## src/rtl/spi_pkg.sv

```systemverilog
// Shared SPI master types: FSM states, mode encodings and chip-select width helper.
// Latency: n/a (definitions only).
// Backpressure: n/a.
package spi_pkg;

  typedef enum logic [2:0] {
    ST_IDLE,
    ST_LEAD,
    ST_XFER,
    ST_TRAIL,
    ST_DONE
  } spi_state_t;

  // Mode encodings as {cpol, cpha}
  localparam logic [1:0] SPI_MODE0 = 2'b00;
  localparam logic [1:0] SPI_MODE1 = 2'b01;
  localparam logic [1:0] SPI_MODE2 = 2'b10;
  localparam logic [1:0] SPI_MODE3 = 2'b11;

  // Width of a chip-select index; never narrower than one bit
  function automatic int cs_width(input int n);
    return (n > 1) ? $clog2(n) : 1;
  endfunction

endpackage

```

## src/rtl/spi_clkgen.sv

```systemverilog
// Half-period timer: strobes o_tick on the last cycle of every H = div+1 cycle phase.
// Latency: first tick H cycles after load; o_lead marks ticks that start a leading SCLK edge.
// Backpressure: none; counts only while i_run is high, reloads on i_load.
module spi_clkgen #(
  parameter int DIV_W = 8
) (
  input  logic             i_clk,
  input  logic             i_rst,
  input  logic             i_load,
  input  logic             i_run,
  input  logic [DIV_W-1:0] i_div,
  output logic             o_tick,
  output logic             o_lead
);

  logic [DIV_W-1:0] r_div;
  logic [DIV_W-1:0] r_cnt;
  logic             r_par;

  // Phase counter; parity of completed phases gives leading/trailing (tick 0 is leading)
  always_ff @(posedge i_clk) begin
    if (i_rst) begin
      r_div <= '0;
      r_cnt <= '0;
      r_par <= 1'b0;
    end else if (i_load) begin
      r_div <= i_div;
      r_cnt <= '0;
      r_par <= 1'b0;
    end else if (i_run) begin
      if (r_cnt == r_div) begin
        r_cnt <= '0;
        r_par <= ~r_par;
      end else begin
        r_cnt <= r_cnt + DIV_W'(1);
      end
    end
  end

  assign o_tick = i_run && (r_cnt == r_div);
  assign o_lead = ~r_par;

endmodule

```

## src/rtl/spi_master_param.sv

```systemverilog
// SPI master: parametrised word width, SCLK divider, all CPOL/CPHA modes, multiple chip selects.
// Latency: done pulses (2*DATA_W+2)*(clk_div+1)+1 cycles after start is accepted; all outputs registered.
// Backpressure: start taken only when idle or in the done cycle; requests while busy are dropped.
module spi_master_param
  import spi_pkg::*;
#(
  parameter int  DATA_W = 8,
  parameter int  DIV_W  = 8,
  parameter int  NUM_CS = 2,
  localparam int CS_W   = cs_width(NUM_CS)
) (
  input  logic              i_clk,
  input  logic              i_rst,
  input  logic              i_start,
  input  logic [DATA_W-1:0] i_tx_data,
  input  logic              i_cpol,
  input  logic              i_cpha,
  input  logic [DIV_W-1:0]  i_clk_div,
  input  logic [CS_W-1:0]   i_cs_sel,
  input  logic              i_cs_hold,
  input  logic              i_cs_release,
  output logic              o_busy,
  output logic              o_done,
  output logic [DATA_W-1:0] o_rx_data,
  output logic              o_sclk,
  output logic              o_mosi,
  input  logic              i_miso,
  output logic [NUM_CS-1:0] o_cs_n
);

  localparam int HC_W = $clog2(2 * DATA_W);

  spi_state_t        r_state;
  spi_state_t        w_state_nxt;
  logic              r_sclk;
  logic              r_mosi;
  logic              r_busy;
  logic              r_done;
  logic              r_cpol;
  logic              r_cpha;
  logic              r_hold;
  logic [NUM_CS-1:0] r_cs_n;
  logic [NUM_CS-1:0] w_cs_dec;
  logic [DATA_W-1:0] r_tx;
  logic [DATA_W-1:0] r_rx;
  logic [DATA_W-1:0] r_rx_data;
  logic [HC_W-1:0]   r_hcnt;
  logic              w_tick;
  logic              w_lead;
  logic              w_accept;
  logic              w_release;
  logic              w_run;
  logic              w_last_half;
  logic              w_final_edge;
  logic              w_edge;
  logic              w_shift;
  logic              w_sample;

  spi_clkgen #(.DIV_W(DIV_W)) u_clkgen (
    .i_clk  (i_clk),
    .i_rst  (i_rst),
    .i_load (w_accept),
    .i_run  (w_run),
    .i_div  (i_clk_div),
    .o_tick (w_tick),
    .o_lead (w_lead)
  );

  // Active-low one-hot select; an out-of-range index asserts nothing
  always_comb begin
    w_cs_dec = '1;
    for (int i = 0; i < NUM_CS; i++) begin
      if (i_cs_sel == CS_W'(i)) w_cs_dec[i] = 1'b0;
    end
  end

  // Handshake decode and per-tick edge action select
  always_comb begin
    w_accept     = ((r_state == ST_IDLE) || (r_state == ST_DONE)) && i_start;
    w_release    = ((r_state == ST_IDLE) || (r_state == ST_DONE)) && !i_start && i_cs_release;
    w_run        = (r_state == ST_LEAD) || (r_state == ST_XFER) || (r_state == ST_TRAIL);
    w_last_half  = (r_hcnt == HC_W'(2 * DATA_W - 1));
    w_final_edge = (r_hcnt == HC_W'(2 * DATA_W - 2));
    w_edge       = w_tick && ((r_state == ST_LEAD) || ((r_state == ST_XFER) && !w_last_half));
    // cpha=1 drives on leading edges; cpha=0 drives on trailing edges except the last one
    w_shift      = w_edge && (w_lead ? r_cpha : (!r_cpha && !w_final_edge));
    w_sample     = w_edge && (w_lead ^ r_cpha);
  end

  // State register
  always_ff @(posedge i_clk) begin
    if (i_rst) r_state <= ST_IDLE;
    else       r_state <= w_state_nxt;
  end

  // Next-state logic
  always_comb begin
    w_state_nxt = r_state;
    case (r_state)
      ST_IDLE:  if (i_start) w_state_nxt = ST_LEAD;
      ST_LEAD:  if (w_tick) w_state_nxt = ST_XFER;
      ST_XFER:  if (w_tick && w_last_half) w_state_nxt = ST_TRAIL;
      ST_TRAIL: if (w_tick) w_state_nxt = ST_DONE;
      ST_DONE:  w_state_nxt = i_start ? ST_LEAD : ST_IDLE;
      default:  w_state_nxt = ST_IDLE;
    endcase
  end

  // Datapath: config latch, SCLK/MOSI/CS drive, shift registers and done handshake
  always_ff @(posedge i_clk) begin
    if (i_rst) begin
      r_sclk    <= 1'b0;
      r_mosi    <= 1'b0;
      r_cs_n    <= '1;
      r_busy    <= 1'b0;
      r_done    <= 1'b0;
      r_rx_data <= '0;
      r_cpol    <= 1'b0;
      r_cpha    <= 1'b0;
      r_hold    <= 1'b0;
      r_tx      <= '0;
      r_rx      <= '0;
      r_hcnt    <= '0;
    end else begin
      r_done <= 1'b0;
      if (w_accept) begin
        r_cpol <= i_cpol;
        r_cpha <= i_cpha;
        r_hold <= i_cs_hold;
        r_sclk <= i_cpol;
        r_busy <= 1'b1;
        r_cs_n <= w_cs_dec;
        r_hcnt <= '0;
        // cpha=0 must present the MSB before the first (sampling) edge
        if (!i_cpha) begin
          r_mosi <= i_tx_data[DATA_W-1];
          r_tx   <= {i_tx_data[DATA_W-2:0], 1'b0};
        end else begin
          r_tx   <= i_tx_data;
        end
      end
      if (w_release) r_cs_n <= '1;
      if (w_edge) r_sclk <= ~r_sclk;
      if (w_shift) begin
        r_mosi <= r_tx[DATA_W-1];
        r_tx   <= {r_tx[DATA_W-2:0], 1'b0};
      end
      if (w_sample) r_rx <= {r_rx[DATA_W-2:0], i_miso};
      if (w_tick && (r_state == ST_XFER)) begin
        if (w_last_half) r_sclk <= r_cpol;
        else             r_hcnt <= r_hcnt + HC_W'(1);
      end
      if (w_tick && (r_state == ST_TRAIL)) begin
        r_busy    <= 1'b0;
        r_done    <= 1'b1;
        r_rx_data <= r_rx;
        if (!r_hold) r_cs_n <= '1;
      end
    end
  end

  assign o_busy    = r_busy;
  assign o_done    = r_done;
  assign o_rx_data = r_rx_data;
  assign o_sclk    = r_sclk;
  assign o_mosi    = r_mosi;
  assign o_cs_n    = r_cs_n;

endmodule

```

## config.mk

```make
export PLATFORM = sky130hd
export DESIGN_NAME = spi_master_param
export DESIGN_NICKNAME = d
export VERILOG_FILES = /design/src/rtl/spi_pkg.sv /design/src/rtl/spi_clkgen.sv /design/src/rtl/spi_master_param.sv
export SDC_FILE = /design/constraint.sdc
export NUM_CORES = 1
export LEC_CHECK = 0
export BUFFER_PORTS_ARGS = -buffer_cell sky130_fd_sc_hd__buf_4
export CAP_MARGIN = 0
export CORE_AREA = 2 2 84 86
export CTS_CLUSTER_DIAMETER = 30
export DETAILED_ROUTE_END_ITERATION = 8
export DIE_AREA = 0 0 86 88
export GPL_ROUTABILITY_DRIVEN = 1
export SLEW_MARGIN = 20
export SYNTH_ARGS = -nofsm -noshare
export SYNTH_HDL_FRONTEND = slang
export SYNTH_SLANG_ARGS = --single-unit
```

## constraint.sdc

```tcl
create_clock -name i_clk -period 1.85 [get_ports i_clk]
set_input_delay 0 -clock i_clk [delete_from_list [all_inputs] [get_ports i_clk]]
set_output_delay 0 -clock i_clk [all_outputs]
set_load 0.1 [all_outputs]
```

==> results of run 1 <==
==> sequential cells by signal (all words and copies together), names as in the netlist <==
name	flops
r_hcnt	4
r_rx	8
u_clkgen.r_cnt	8
r_cpol	1
u_clkgen.r_par	1
u_clkgen.r_div	8
r_hold	1
o_busy	1
r_cpha	1
o_sclk	1
o_done	1
o_cs_n	2
o_mosi	1
r_tx	8
o_rx_data	8
r_state	3
==> critical path: stages (launching register included) <==
cell	delay (ns)
dfxtp_1	0.40
xnor2_1	0.16
nand4_2	0.16
buf_4	0.20
nor3_2	0.22
buf_2	0.23
mux2i_1	0.19
nor2_1	0.05
==> placed cells by master, fill, tap and decap left out, types with 2 or more instances in the layout <==
cell type,synthesis,final
nand3_1,25,25
clkbuf_8,0,11
o21ai_1,10,10
xor2_1,4,4
nor3b_2,0,2
a21oi_1,32,32
nor2_1,24,24
ha_1,3,3
clkinv_2,0,2
nand2_1,41,41
nor2b_1,2,2
o221ai_1,6,6
and3_1,3,3
nor3_1,8,7
dlygate4sd3_1,0,14
inv_1,5,5
nor3_2,2,3
xnor2_1,12,10
or3_1,2,2
dfxtp_1,57,57
buf_4,1,62
and4_1,2,2
mux2i_1,15,15
xnor2_2,3,5
o21a_1,2,2
o21ai_0,2,2
==> final timing paths <==
check	start	cells past startpoint	end	slack [ns]
worst max-delay path	u_clkgen.r_cnt[2]$_SDFFE_PP0N_	7	o_rx_data[2]$_SDFFE_PP0P_	0.12
worst min-delay path	i_rst	2	r_hcnt[3]$_SDFF_PP0_	0.06
worst max register to register	u_clkgen.r_cnt[2]$_SDFFE_PP0N_	7	o_rx_data[2]$_SDFFE_PP0P_	0.12
worst min register to register	r_cpol$_SDFFE_PP0P_	2	r_cpol$_SDFFE_PP0P_	0.46
==> cells in the mapped netlist, drive strengths merged <==
cell	n
o21ai	12
a211o	1
o2111ai	1
nor3b	3
nor4	1
o211ai	1
a32oi	1
and3	3
nor2	24
a211oi	1
a21boi	1
o311ai	1
o221ai	7
a221o	1
xor2	4
o21a	2
xnor2	15
nand4	2
nand3	25
or3	2
a221oi	1
nor2b	2
a21oi	32
o21bai	1
buf	6
mux2i	15
o21ba	1
a41o	1
nor4b	1
clkbuf	12
ha	3
and4	2
dfxtp	57
mux2	2
nor3	11
nand2	41
inv	5
or2	1
nand3b	1
or3b	1
==> what timing repair did <==
| action | 4_1_cts | 5_1_grt |
|---|---|---|
| endpoints found under the setup margin | 0 | 3 |
| hold endpoints to repair | 15 | 0 |
| resized for setup | 0 | 6 |
| hold buffers | 14 | 0 |
==> per-stage QoR <==
stage | util | instances
floorplan | - | 304
CTS | 0.5256 | 458
global placement | 0.4751 | 429
detailed placement | 0.4751 | 429
global route | 0.5301 | 459
finish | 0.5301 | 459
==> power breakdown <==
part	internal (mW)	total (mW)	switching [mW]
registers	1.33	1.41	0.0819
clock network	0.683	1.15	0.466
logic	0.435	1.07	0.631
total	2.45	3.63	1.18
==> final cells by class <==
type,instances,area [µm²],area share
multi-input cells,224,1436,0.4078
flip-flops and latches,57,1141,0.3240
repair buffers,78,630.6,0.1790
clock buffers,12,155.1,0.04405
well taps,80,100.1,0.02842
clock inverters,3,40.04,0.01137
inverters,5,18.77,0.005329
==> kinds of logic after synthesis <==
logic type      synth area share
compound gates            0.1535
xor+xnor                 0.07129
fa+ha+maj                0.01417
buf+inv                  0.03872
flops                     0.4306
mux                      0.06515
simple gates              0.2266
==> layer usage <==
| layer | track usage | wire (µm) |
|---|---|---|
| met1 | 0.2027 | 2823 |
| met2 | 0.2911 | 3089 |
| met3 | 0.06221 | 295 |
| met4 | 0.05628 | 15 |
| met5 | 0 | 0 |
==> out/results.tsv, run 1 <==
stage	metric	value	unit
place	IO Port Bufs	38	
drt	1st-iter DRT viols	102	
timing	Sum Neg Setup Slack	0	ns
finish	FILL cells	625	
timing	Worst Skew	0.006196	ns
drt	DR pass1 iterations	4	
drt	ANT nets after route	0	
die	die area	7568	µm²
die	die height	88	µm
grt	largest net degree at the start of global routing	33	
drt	Avg WL per Cell	13.56	µm
cts	clk_lat worst skew	0.33	ns
die	std cell rows	30	
die	I/O pin count	39	
pwr	LEAKAGE	1.359	nW
place	Placer Congestion	0.7780	
cts	TritonCTS Buffers	9	
place	Post-DP Area	3157	µm²
cts	clk buf depth	2	
cts	CTS sink cnt	57	
yosys	Synth area leader	dfxtp_1	
pwr	maximum vdd drop	570.8	µV
finish	post-route cell area	3522	µm²
timing	Min Clock Period, post-route	1.727	ns
setup_path	CP max FO	5	
timing	Hold WS	0.05679	ns
cts	# Post-CTS Setup Buffers	0	
timing	relative slew slack	0.5853	
yosys	synthesized flop and latch total	57	
grt	antenna violations before repair	0	
timing	Pins Over Slew Limit	0	
finish	fin nets	403	
drt	routed via count	2374	
setup_path	Worst EP required	2.06	ns
timing	final worst setup slack	0.1226	ns
yosys	post-synthesis area per instance	8.717	µm²
finish	Inserted Diodes	0	
drt	Total Wirelength	6224	µm
yosys	Cell Area, Synth	2650	µm²
setup_path	startpoint types	flop	
grt	global-route wire length before repair	10120	µm
timing	fin crit share	0.9337	
setup_path	critical path arrival	1.94	ns
yosys	Netlist cell types	49	
die	starting density of the core	0.3989	
cts	H-tree Lvls	3	
setup_path	CP Class	reg2reg	
drt	Vias/cell	5.172	
pwr	total chip power	3.626	mW
yosys	Synth top area share	0.4306	
grt	GRT Util Overall	0.1717	
grt	grt total ovfl	0	
timing	Slew @ Worst Pin	0.6176	ns
cts	CTS tree	done	
yosys	Ys Warns	0	
pwr	pwr/cell area	1029	nW/µm²
grt	vias in the first global route	2212	
flow_run	number of max-cap violations	0	
place	post-detail-place hpwl	4311	µm
place	pre-CTS setup slack	0.1410	ns
yosys	cells after synthesis	304	
finish	Synth-to-Final Area Change	32.91	%
setup_path	crit end category	flop	
outcome	status	finished clean	
yosys	Mapped Nets	332	
cts	Clock transition at path regs	0.06	ns
yosys	sequential element share of the synthesized area	0.4306	
timing	Fin. Hold Viols	0	
yosys	top cells by area, synth	dfxtp_1, a21oi_1, nand2_1	
die	Die X-Extent	86	µm
min_path	Min-Delay Path Class	in2reg	
timing	final setup fails	0	
timing	Max Freq	578.9	MHz
cts	Root Driver	clkbuf_8	
finish	layout cells sized above 1	0.2507	
die	Placeable Area	6644	µm²
drt	detailed-route DRC error count	0	
No activity file was read; power rests on OpenSTA's default activity.
==> inputs of run 2 (changes only) <==
--- a/config.mk
+++ b/config.mk
@@ -7,11 +7,12 @@
 export LEC_CHECK = 0
 export BUFFER_PORTS_ARGS = -buffer_cell sky130_fd_sc_hd__buf_4
 export CAP_MARGIN = 0
-export CORE_AREA = 2 2 84 86
+export CORE_AREA = 2 2 85 87
 export CTS_CLUSTER_DIAMETER = 30
 export DETAILED_ROUTE_END_ITERATION = 8
-export DIE_AREA = 0 0 86 88
+export DIE_AREA = 0 0 87 89
 export GPL_ROUTABILITY_DRIVEN = 1
+export PLACE_DENSITY = 0.7
 export SLEW_MARGIN = 20
 export SYNTH_ARGS = -nofsm -noshare
 export SYNTH_HDL_FRONTEND = slang
==> constraint.sdc (replaced) <==
create_clock -name i_clk -period 1.5 [get_ports i_clk]
set_input_delay 0 -clock i_clk [delete_from_list [all_inputs] [get_ports i_clk]]
set_output_delay 0 -clock i_clk [all_outputs]
set_load 0.1 [all_outputs]
==> out/results.tsv, run 2 (synthesis gave the netlist of run 1 again) <==
stage	metric	value	unit	change
die	Placeable Area	6719	µm²	+1.1%
timing	Fin. Hold Viols	0		unchanged
drt	ANT nets after route	0		unchanged
grt	vias in the first global route	2558		+16%
cts	Root Driver	clkbuf_8		
timing	Worst Skew	0.008695	ns	+0.002499 ns
place	IO Port Bufs	38		unchanged
setup_path	CP max FO	9		+4
drt	Vias/cell	5.415		+4.7%
die	std cell rows	30		unchanged
setup_path	crit end category	flop		
finish	most frequent cells in the layout	buf_4, dfxtp_1, nand2_1		
pwr	maximum vdd drop	782.8	µV	+37%
outcome	status	finished, violations left		
timing	final setup fails	40		+40
setup_path	CP Class	reg2reg		
setup_path	Worst EP required	1.72	ns	-0.34 ns
finish	FILL cells	557		-11%
finish	area of the multi-input gates	1807	µm²	+26%
cts	Clock transition at path regs	0.06	ns	about the same
drt	routed via count	2610		+9.9%
place	Post-DP Area	3417	µm²	+8.2%
outcome	violated checks	negative setup slack		
setup_path	R2R depth	5		-2
setup_path	worst path cell trace	xnor2_2 > nand4_4 > or3_4 > o221ai_1 > a21oi_2		
min_path	hold depth	3		+1
timing	Min Clock Period, post-route	1.715	ns	-0.01287 ns
finish	most common cell after layout, fill and taps aside	buf_4		
cts	H-tree Lvls	3		unchanged
drt	1st-iter DRT viols	170		+67%
setup_path	startpoint types	flop		
die	Die X-Extent	87	µm	+1.2%
place	pre-CTS setup slack	-0.1814	ns	-0.3225 ns
drt	DR pass1 iterations	4		unchanged
cts	clk buf depth	2		unchanged
cts	CTS tree	done		
place	Placer Congestion	0.7793		+0.17%
grt	antenna violations before repair	0		unchanged
flow_run	number of max-cap violations	0		unchanged
cts	clk_lat worst skew	0.34	ns	about the same
pwr	pwr/cell area	1210	nW/µm²	+18%
finish	layout cells sized above 1	0.4652		+0.2145
grt	GRT Util Overall	0.1965		+0.02474
timing	Sum Neg Setup Slack	-3.456	ns	-3.456 ns
timing	Max Freq	583.2	MHz	+0.75%
finish	fin nets	425		+5.5%
setup_path	max incr delay on CP	0.50	ns	+0.10 ns
timing	relative slew slack	0.5799		-0.005358
pwr	LEAKAGE	1.521	nW	+12%
setup_path	Crit-path slowest cell	or3_4		
timing	Pins Over Slew Limit	0		unchanged
cts	TritonCTS Buffers	9		unchanged
min_path	Min-Delay Path Class	in2reg		
drt	Total Wirelength	7574	µm	+22%
timing	fin crit share	1.143		+0.2093
grt	largest net degree at the start of global routing	30		-9.1%
place	post-detail-place hpwl	4506	µm	+4.5%
setup_path	critical path arrival	1.93	ns	about the same
finish	Inserted Diodes	0		unchanged
finish	register area	1161	µm²	+1.8%
drt	Avg WL per Cell	15.71	µm	+16%
grt	grt total ovfl	0		unchanged
timing	Slew @ Worst Pin	0.6270	ns	+0.009388 ns
finish	post-route cell area	4138	µm²	+17%
die	die height	89	µm	+1.1%
die	die area	7743	µm²	+2.3%
timing	RSZ-0062 raised after global routing	yes		
grt	global-route wire length before repair	11790	µm	+17%
timing	final worst setup slack	-0.2146	ns	-0.3371 ns
die	I/O pin count	39		unchanged
finish	Synth-to-Final Area Change	56.14	%	
die	starting density of the core	0.3944		-0.004457
drt	detailed-route DRC error count	0		unchanged
cts	CTS sink cnt	57		unchanged
[run 2: cell types whose count changed in the layout (fill, tap and decap cells not counted), moves of 6 or more]
cell	delta
dfxtp_1	-14
dfxtp_2	+13
buf_6	+9
buf_4	+11
nand3_1	-15
nor2_1	-8
a21oi_2	+8
a21oi_1	-9
nand3_2	+12
nor2_4	+6
[run 2: through the flow]
stage                     hold slack, ns  cells  total power, mW  utilization
after detailed placement          0.2551    449            3.227       0.5086
after floorplan                   0.1284    304            2.698            -
after CTS                       -0.01713    480            4.861       0.5862
final                            0.01260    482            5.008       0.6158
after global placement            0.2470    449            3.196       0.5086
after global routing             0.02513    482            5.227       0.6158
[run 2: critical path: cells and delay by family (launching register included)]
| family | cells | cell delay (ns) |
|---|---|---|
| and+or+nand+nor | 2 | 0.67 |
| AOI/OAI and AO/OA | 2 | 0.37 |
| DFF | 1 | 0.34 |
| xor gates and xnor gates | 1 | 0.22 |
[run 2: final timing paths]
kind | startpoint | end | slack, ns
worst max register to register | u_clkgen.r_div[7]$_SDFFE_PP0P_ | r_tx[4]$_SDFFE_PP0P_ | -0.21
worst max-delay path | u_clkgen.r_div[7]$_SDFFE_PP0P_ | r_tx[4]$_SDFFE_PP0P_ | -0.21
worst min register to register | u_clkgen.r_div[5]$_SDFFE_PP0P_ | u_clkgen.r_div[5]$_SDFFE_PP0P_ | 0.47
worst min-delay path | i_cpha | r_cpha$_SDFFE_PP0P_ | 0.01
[run 2: layer usage]
metal	vias up	wire [µm]	share of wire	global-route usage
li1	1262	-	-	-
met1	1265	2992	0.40	0.2263
met2	68	4050	0.53	0.3505
met3	15	354	0.047	0.05540
met4	0	178	0.024	0.06676
met5	-	0	0	0
[run 2: repair_timing]
action                                  CTS  global route
pin swaps                                29            29
gates resized for setup                  48            36
gates cloned                              2             1
endpoints found under the setup margin   40            43
buffers inserted                          1             0
hold buffers                             13             1
hold endpoints to repair                 19             2
[run 2: area by class of cell]
type	count	area share
clock inverters	5	0.01331
clock buffers	11	0.03417
repair buffers	99	0.2065
flip-flops and latches	57	0.2806
well taps	80	0.02419
multi-input cells	225	0.4366
inverters	5	0.004536
[run 2: where the power goes]
group,internal (mW),total [mW],switching (mW)
sequential,1.65,1.77,0.126
clock,0.806,1.43,0.622
combinational,0.790,1.81,1.02
==> inputs of run 3 (changes only) <==
--- a/config.mk
+++ b/config.mk
@@ -12,6 +12,7 @@
 export DETAILED_ROUTE_END_ITERATION = 8
 export DIE_AREA = 0 0 87 89
 export GPL_ROUTABILITY_DRIVEN = 1
+export MAX_ROUTING_LAYER = met4
 export PLACE_DENSITY = 0.7
 export SLEW_MARGIN = 20
 export SYNTH_ARGS = -nofsm -noshare
==> out/results.tsv, run 3 (synthesis gave the netlist of run 1 again) <==
stage	metric	value	unit	change
min_path	hold depth	3		unchanged
finish	most frequent cells in the layout	buf_4, dfxtp_1, nand2_1		
timing	final worst setup slack	-0.2165	ns	-0.001982 ns
place	Placer Congestion	0.7900		+1.4%
timing	Slew @ Worst Pin	0.6129	ns	-0.01413 ns
timing	relative slew slack	0.5894		+0.009469
grt	gr busiest metal	met2		
cts	H-tree Lvls	3		unchanged
cts	CTS tree	done		
setup_path	FF-to-FF End	r_tx[4]$_SDFFE_PP0P_		
timing	Worst Skew	0.008407	ns	-0.0002871 ns
timing	fin crit share	1.144		+0.001321
setup_path	critical path arrival	1.93	ns	about the same
setup_path	R2R depth	5		unchanged
drt	detailed-route DRC error count	0		unchanged
die	Placeable Area	6719	µm²	unchanged
grt	grt met2 use	0.3505		unchanged
drt	Total Wirelength	7614	µm	+0.53%
setup_path	CP max FO	9		unchanged
finish	Final Non-Filler Cells	482		unchanged
finish	Inserted Diodes	0		unchanged
timing	final setup fails	40		unchanged
pwr	pwr/cell area	1211	nW/µm²	about the same
finish	layout cells sized above 1	0.4652		unchanged
grt	met3 Track Usage GR	0.05540		unchanged
cts	Root Driver	clkbuf_8		
setup_path	startpoint types	flop		
grt	vias in the first global route	2558		unchanged
flow_run	number of max-cap violations	0		unchanged
setup_path	r2r setup slk	-0.22	ns	about the same
outcome	violated checks	negative setup slack		
timing	Fin. Hold Viols	0		unchanged
min_path	WHS Endpoint	r_cpha$_SDFFE_PP0P_		
die	Die X-Extent	87	µm	unchanged
grt	antenna violations before repair	0		unchanged
timing	Hold WS	0.01137	ns	-0.001226 ns
min_path	Min-Delay Path Class	in2reg		
finish	post-layout util	0.6158		unchanged
drt	routed via count	2617		+0.27%
drt	Vias/cell	5.429		+0.27%
pwr	total chip power	5.009	mW	about the same
cts	TritonCTS Buffers	9		unchanged
grt	grt total ovfl	0		unchanged
cts	clk buf depth	2		unchanged
setup_path	Worst EP required	1.72	ns	about the same
grt	Global Route met1 Usage	0.2263		unchanged
place	Post-DP Area	3417	µm²	unchanged
timing	Max Freq	582.6	MHz	-0.12%
timing	Min Clock Period, post-route	1.717	ns	+0.001982 ns
die	die area	7743	µm²	unchanged
cts	Clock transition at path regs	0.06	ns	about the same
finish	fin nets	425		unchanged
drt	Avg WL per Cell	15.80	µm	+0.53%
finish	Synth-to-Final Area Change	56.14	%	unchanged
timing	RSZ-0062 raised after global routing	yes		
setup_path	crit end category	flop		
setup_path	CP Class	reg2reg		
grt	global-route wire length before repair	11790	µm	unchanged
min_path	HP Start	i_cpha		
finish	FILL cells	557		unchanged
place	post-detail-place hpwl	4506	µm	unchanged
die	die height	89	µm	unchanged
pwr	maximum vdd drop	783.1	µV	about the same
place	placed cell count	449		unchanged
setup_path	FF-to-FF Start	u_clkgen.r_div[7]$_SDFFE_PP0P_		
grt	largest net degree at the start of global routing	30		unchanged
grt	GRT Util Overall	0.2025		+0.006073
finish	post-route cell area	4138	µm²	unchanged
drt	1st-iter DRT viols	167		-1.8%
cts	clk_lat worst skew	0.34	ns	about the same
die	std cell rows	30		unchanged
outcome	status	finished, violations left		
die	I/O pin count	39		unchanged
drt	ANT nets after route	0		unchanged
pwr	LEAKAGE	1.521	nW	unchanged
place	IO Port Bufs	38		unchanged
drt	DR pass1 iterations	4		unchanged
die	starting density of the core	0.3944		unchanged
timing	Pins Over Slew Limit	0		unchanged
cts	CTS sink cnt	57		unchanged
finish	most common cell after layout, fill and taps aside	buf_4		
==> run 3: layout make-up <==
| class | count | area (µm²) | share of cell area |
|---|---|---|---|
| Tap cell | 80 | 100.1 | 0.02419 |
| Inverter | 5 | 18.77 | 0.004536 |
| Sequential cell | 57 | 1161 | 0.2806 |
| Multi-Input combinational cell | 225 | 1807 | 0.4366 |
| Timing Repair Buffer | 99 | 854.6 | 0.2065 |
| Clock inverter | 5 | 55.05 | 0.01331 |
| Clock buffer | 11 | 141.4 | 0.03417 |
==> run 3: worst max-delay path by stage <==
stage	start	to	slack, ns	depth (start not counted)
2_1_floorplan	u_clkgen.r_cnt[2]$_SDFFE_PP0N_	r_tx[7]$_SDFFE_PP0P_	-0.16	7
3_3_place_gp	u_clkgen.r_div[7]$_SDFFE_PP0P_	r_rx[1]$_SDFFE_PP0P_	-0.13	7
3_5_place_dp	u_clkgen.r_div[6]$_SDFFE_PP0P_	r_tx[3]$_SDFFE_PP0P_	-0.18	6
4_1_cts	u_clkgen.r_div[4]$_SDFFE_PP0P_	o_rx_data[1]$_SDFFE_PP0P_	-0.13	7
5_1_grt	u_clkgen.r_div[7]$_SDFFE_PP0P_	r_tx[4]$_SDFFE_PP0P_	-0.28	5
6_report	u_clkgen.r_div[7]$_SDFFE_PP0P_	r_tx[4]$_SDFFE_PP0P_	-0.22	5
==> run 3: routing by layer <==
layer,up-vias,part of all wire
met5,-,0
met4,0,0.019
met3,12,0.041
met2,62,0.54
met1,1283,0.40
li1,1260,-
==> run 3: worst max-delay path: stages (launching register included) <==
cell,delay [ns]
dfxtp_1,0.34
xnor2_2,0.22
nand4_4,0.17
or3_4,0.50
o221ai_1,0.29
a21oi_2,0.08
==> run 3: timing repair <==
| item | 4_1_cts | 5_1_grt |
|---|---|---|
| hold buffers | 13 | 1 |
| pin swaps | 29 | 29 |
| setup endpoints to repair | 40 | 43 |
| gates cloned | 2 | 1 |
| hold endpoints to repair | 19 | 2 |
| resized for setup | 48 | 36 |
| buffers inserted | 1 | 0 |
==> run 3: report_power, final <==
part / total, mW / internal (mW) / switching (mW) / leakage [nW]
clock: 1.43 / 0.806 / 0.620 / 0.0953
sequential: 1.77 / 1.65 / 0.126 / 0.471
combinational: 1.81 / 0.790 / 1.02 / 0.954
==> run 3: metrics by stage <==
stage | setup WS [ns] | TNS (ns)
after floorplan | -0.1638 | -2.273
after global placement | -0.1319 | -3.005
after detailed placement | -0.1814 | -4.505
after CTS | -0.1323 | -2.789
after global routing | -0.2797 | -6.484
final | -0.2165 | -3.501
